$ cat config.mk
export PLATFORM = sky130hd
export DESIGN_NAME = vt52_rx_fifo
export DESIGN_NICKNAME = d
export VERILOG_FILES = /design/src/rtl/vt52_rx_fifo.sv
export SDC_FILE = /design/constraint.sdc
export NUM_CORES = 1
export LEC_CHECK = 0
export BUFFER_PORTS_ARGS = -buffer_cell sky130_fd_sc_hd__buf_2
export CORE_MARGIN = 2
export CORE_UTILIZATION = 60
export CTS_BUF_LIST = sky130_fd_sc_hd__clkbuf_16
export DETAILED_ROUTE_END_ITERATION = 10
export HOLD_SLACK_MARGIN = 0.15
export PLACE_DENSITY = 0.79
export REMOVE_ABC_BUFFERS = 1
export SYNTH_ARGS = -nofsm -noshare
export SYNTH_HDL_FRONTEND = slang
export SYNTH_SLANG_ARGS = --single-unit
$ cat constraint.sdc
create_clock -name clk -period 4.85 [get_ports clk]
set_clock_uncertainty 0.2 [all_clocks]
set_input_delay 0.97 -clock clk [delete_from_list [all_inputs] [get_ports clk]]
set_output_delay 0.97 -clock clk [all_outputs]
set_load 0.03 [all_outputs]
$ cat src/rtl/vt52_rx_fifo.sv
// vt52_rx_fifo: first-word-fall-through byte FIFO between the USB UART receiver and the command handler.
// Optional high-water-mark register enabled by defining VT52_RX_FIFO_HWM_EN.
module vt52_rx_fifo #(
    parameter int DATA_BITS   = 8,
    parameter int DEPTH_BITS  = 4,
    parameter int ALMOST_FULL = 12
) (
    input  logic                  clk,
    input  logic                  reset_n,
    input  logic [DATA_BITS-1:0]  in_data,
    input  logic                  in_valid,
    output logic                  in_ready,
    output logic [DATA_BITS-1:0]  out_data,
    output logic                  out_valid,
    input  logic                  out_ready,
    output logic [DEPTH_BITS:0]   level,
    output logic                  almost_full,
    output logic [DEPTH_BITS:0]   hwm,
    input  logic                  hwm_clear
);

    localparam logic [DEPTH_BITS:0] DEPTH_L  = {1'b1, {DEPTH_BITS{1'b0}}};
    localparam logic [DEPTH_BITS:0] AF_LEVEL = ALMOST_FULL[DEPTH_BITS:0];

    logic [DATA_BITS-1:0]  mem [0:(1<<DEPTH_BITS)-1];
    logic [DEPTH_BITS-1:0] wr_ptr;
    logic [DEPTH_BITS-1:0] rd_ptr;
    logic [DEPTH_BITS:0]   count;
    logic [DEPTH_BITS:0]   count_next;
    logic                  push;
    logic                  pop;

    // reset_n gates in_ready so no handshake can complete while reset is held
    assign in_ready  = (count != DEPTH_L) & reset_n;
    assign out_valid = (count != '0);
    assign out_data  = mem[rd_ptr];
    assign level     = count;

    assign push = in_valid & in_ready;
    assign pop  = out_valid & out_ready;

    always_comb begin
        count_next = count;
        if (push && !pop)
            count_next = count + (DEPTH_BITS+1)'(1);
        else if (pop && !push)
            count_next = count - (DEPTH_BITS+1)'(1);
    end

    always_ff @(posedge clk or negedge reset_n) begin
        if (!reset_n) begin
            wr_ptr      <= '0;
            rd_ptr      <= '0;
            count       <= '0;
            almost_full <= 1'b0;
        end else begin
            if (push)
                wr_ptr <= wr_ptr + (DEPTH_BITS)'(1);
            if (pop)
                rd_ptr <= rd_ptr + (DEPTH_BITS)'(1);
            count       <= count_next;
            almost_full <= (count_next >= AF_LEVEL);
        end
    end

    // Storage is deliberately not reset
    always_ff @(posedge clk) begin
        if (push)
            mem[wr_ptr] <= in_data;
    end

`ifdef VT52_RX_FIFO_HWM_EN
    logic [DEPTH_BITS:0] hwm_q;

    always_ff @(posedge clk or negedge reset_n) begin
        if (!reset_n)
            hwm_q <= '0;
        else if (hwm_clear || (count_next > hwm_q))
            hwm_q <= count_next;
    end

    assign hwm = hwm_q;
`else
    logic unused_hwm_clear;

    assign unused_hwm_clear = hwm_clear;
    assign hwm              = '0;
`endif

endmodule

==> results.sh <==
export IMPL_cp_arrival_ns=2.59
export IMPL_p_clk_frac=0.312
export IMPL_pin_count=34
export IMPL_drt_pass1_iterations=4
export IMPL_grt_first_pass_wirelength_um=16100
export IMPL_drive_gt1_frac=0.340
export IMPL_cts_setup_buffers=0
export IMPL_yosysTopAreaCellShare=0.673
export IMPL_grtUsageTotal=0.227
export IMPL_synth_edf_count=128
export IMPL_synth_async_reset_ratio=0.0986
export IMPL_post_dp_cell_area_um2=6010
export IMPL_synth_area_leader_cell="edfxtp_1"
export IMPL_gr_total_overflow=0
export IMPL_power_density_nw_per_um2=590
export IMPL_htreeDepth=4
export IMPL_die_area_um2=10300
export IMPL_ys_seq_area_frac=0.734
export IMPL_avgSynthCellArea_um2=20.4
export IMPL_synth_seq_cells=142
export IMPL_cts_buffer_depth=2
export IMPL_cp_top_family="multiplexers"
export IMPL_drtIter0Drc=225
export IMPL_synth_area_um2=5710
export IMPL_ir_drop_v=0.000302
export IMPL_tns_ns=0
export IMPL_synth_area_leaders="edfxtp_1, mux4_2, dfrtp_1"
export IMPL_fin_nets=342
export IMPL_row_count=35
export IMPL_first_global_vias=2820
export IMPL_clock_sinks=142
export IMPL_final_antenna_net_count=0
export IMPL_hp_class="input pin to asynchronous set/reset pin"
export IMPL_port_buffers=27
export IMPL_slew_headroom=0.302
export IMPL_final_cell_area_um2=6570
export IMPL_worst_slew_pin_transition_ns=1.04
export IMPL_cts_tree="built"
export IMPL_hold_buffers=0
export IMPL_cpPeakStageDelay_ns=0.59
export IMPL_viasPerCell=5.95
export IMPL_status="completed"
export IMPL_die_y_um=102
export IMPL_end_kind="output port"
export IMPL_seqPwrFrac=0.410
export IMPL_crit_fanout=13
export IMPL_diodes=0
export IMPL_grt_max_degree=36
export IMPL_min_period_ns=3.76
export IMPL_cts_buffers=17
export IMPL_switching_power_mw=1.21
export IMPL_netlist_instances=280
export IMPL_cts_resized=0
export IMPL_start_kind="flop"
export IMPL_drc=0
export IMPL_clk_insertion_delay_late_ns=0.41
export IMPL_clockRootBuffer="clkbuf_16"
export IMPL_required_ns=3.68
export IMPL_hpwl_um=6500
export IMPL_core_um2=9240
export IMPL_slowest_stage="dfrtp_2"
export IMPL_die_x_um=102
export IMPL_crit_type="flop to output port"
export IMPL_hold_violations=0
export IMPL_ys_warn_count=0
export IMPL_rsz0062_at_grt="false"
export IMPL_max_cap_violations=0
export IMPL_worstPathCellList="buf_4 > mux4_2 > mux4_2 > buf_2"
export IMPL_wire_per_inst_um=22.9
export IMPL_synth_flop_cell="edfxtp_1"
export IMPL_p_sw_frac=0.312
export IMPL_combPwrFrac=0.278
export IMPL_p_leak_nw=2.22
export IMPL_critPathBufInv=2
export IMPL_syn_to_final_growth_pct=15.0
export IMPL_place_gp_congestion=0.754
export IMPL_antenna_found_initial=0
export IMPL_clk_pin_slew_ns=0.06
export IMPL_vias=2760
export IMPL_synth_distinct_cells=35
export IMPL_period_share=0.774
export IMPL_drv_slew=0
export IMPL_setup_violations=0
export IMPL_start_util=0.618
export IMPL_critPathMostFrequentCell="mux4_2"
export IMPL_routed_wl_um=10600
export IMPL_fmax_ghz=0.266
export IMPL_cell_internal_pwr_mw=2.67
## worst paths after layout
check | slack, ns | end | cells past startpoint | startpoint
max in group asynchronous | 3.91 | rd_ptr[0] | 1 | reset_n
hold / removal | 0.26 | almost_full | 1 | reset_n
hold reg to reg | 0.38 | level[3] | 1 | level[3]
setup reg to reg | 1.88 | mem[7][7] | 6 | level[0]
setup / recovery | 1.09 | out_data[3] | 4 | rd_ptr[0]
min in group clk | 0.38 | level[3] | 1 | level[3]
## placed cells by master (no fill, tap or decap), types with 7 or more instances in the layout
cell type / n
edfxtp_1: 128
xnor2_1: 9
buf_2: 27
nand2_1: 12
clkbuf_16: 17
dfrtp_1: 13
buf_4: 12
ha_1: 7
mux4_2: 40
nor2_1: 13
## flip-flops by register name (all words and copies together), names as in the netlist
register     count
mem            128
almost_full      1
level            5
rd_ptr           4
wr_ptr           4
## synthesized netlist by cell type, drive strengths merged, types with 2 or more instances
| cell | count |
|---|---|
| o21ai | 3 |
| mux4 | 40 |
| clkbuf | 6 |
| edfxtp | 128 |
| a31oi | 2 |
| nor2 | 13 |
| nand2b | 2 |
| nand4 | 2 |
| nand2 | 12 |
| xnor2 | 9 |
| nand3 | 3 |
| inv | 4 |
| dfrtp | 14 |
| buf | 14 |
| nor3 | 5 |
| ha | 7 |
## metal layers
layer / vias to the layer above / track usage / wire, um
met3: 16 / 0.0573 / 753
met4: 0 / 0.0946 / 200
met5: - / 0 / 0
met1: 1435 / 0.308 / 4240
met2: 102 / 0.358 / 5410
li1: 1207 / - / -
## through the flow
step | worst slack [ns] | util | power, mW | hold slack (ns) | instances
floorplan | 1.02 | - | 2.41 | 0.356 | 264
global placement | 1.47 | 0.651 | 2.68 | 0.363 | 432
detailed placement | 1.48 | 0.651 | 2.71 | 0.386 | 432
CTS | 1.02 | 0.711 | 3.92 | 0.257 | 464
global route | 0.958 | 0.711 | 4.04 | 0.272 | 464
finish | 1.09 | 0.711 | 3.88 | 0.261 | 464
## logic make-up after synthesis
kind of cell | synth area share
adders and majority gates | 0.0171
xor gates and xnor gates | 0.0153
muxes | 0.158
buffers and inverters | 0.0212
DFF | 0.734
and+or+nand+nor | 0.0381
other | 0.000656
AOI/OAI and AO/OA | 0.0160
## worst register-to-register path, stage by stage, from the launching register on
cell	delay (ns)
dfrtp_1	0.45
inv_1	0.07
ha_1	0.24
and4bb_2	0.28
nor2_1	0.28
nand2_1	0.22
nor2_1	0.84
## power groups by stage
stage | sequential [mW] | combinational [mW] | clock [mW]
6_report | 1.59 | 1.08 | 1.21
5_1_grt | 1.61 | 1.16 | 1.27
4_1_cts | 1.59 | 1.10 | 1.22
3_5_place_dp | 1.62 | 1.09 | 0
3_3_place_gp | 1.61 | 1.08 | 0
2_1_floorplan | 1.69 | 0.724 | 0
## layout make-up
class                   instances  area [um^2]
flip-flops and latches        142         4200
fillers                       548         2670
multi-input cells             118         1410
clock buffers                  17          425
repair buffers                 39          225
well taps                     129          161
clock inverters                15          136
inverters                       4         15.0
(Power assumes the default switching activity.)
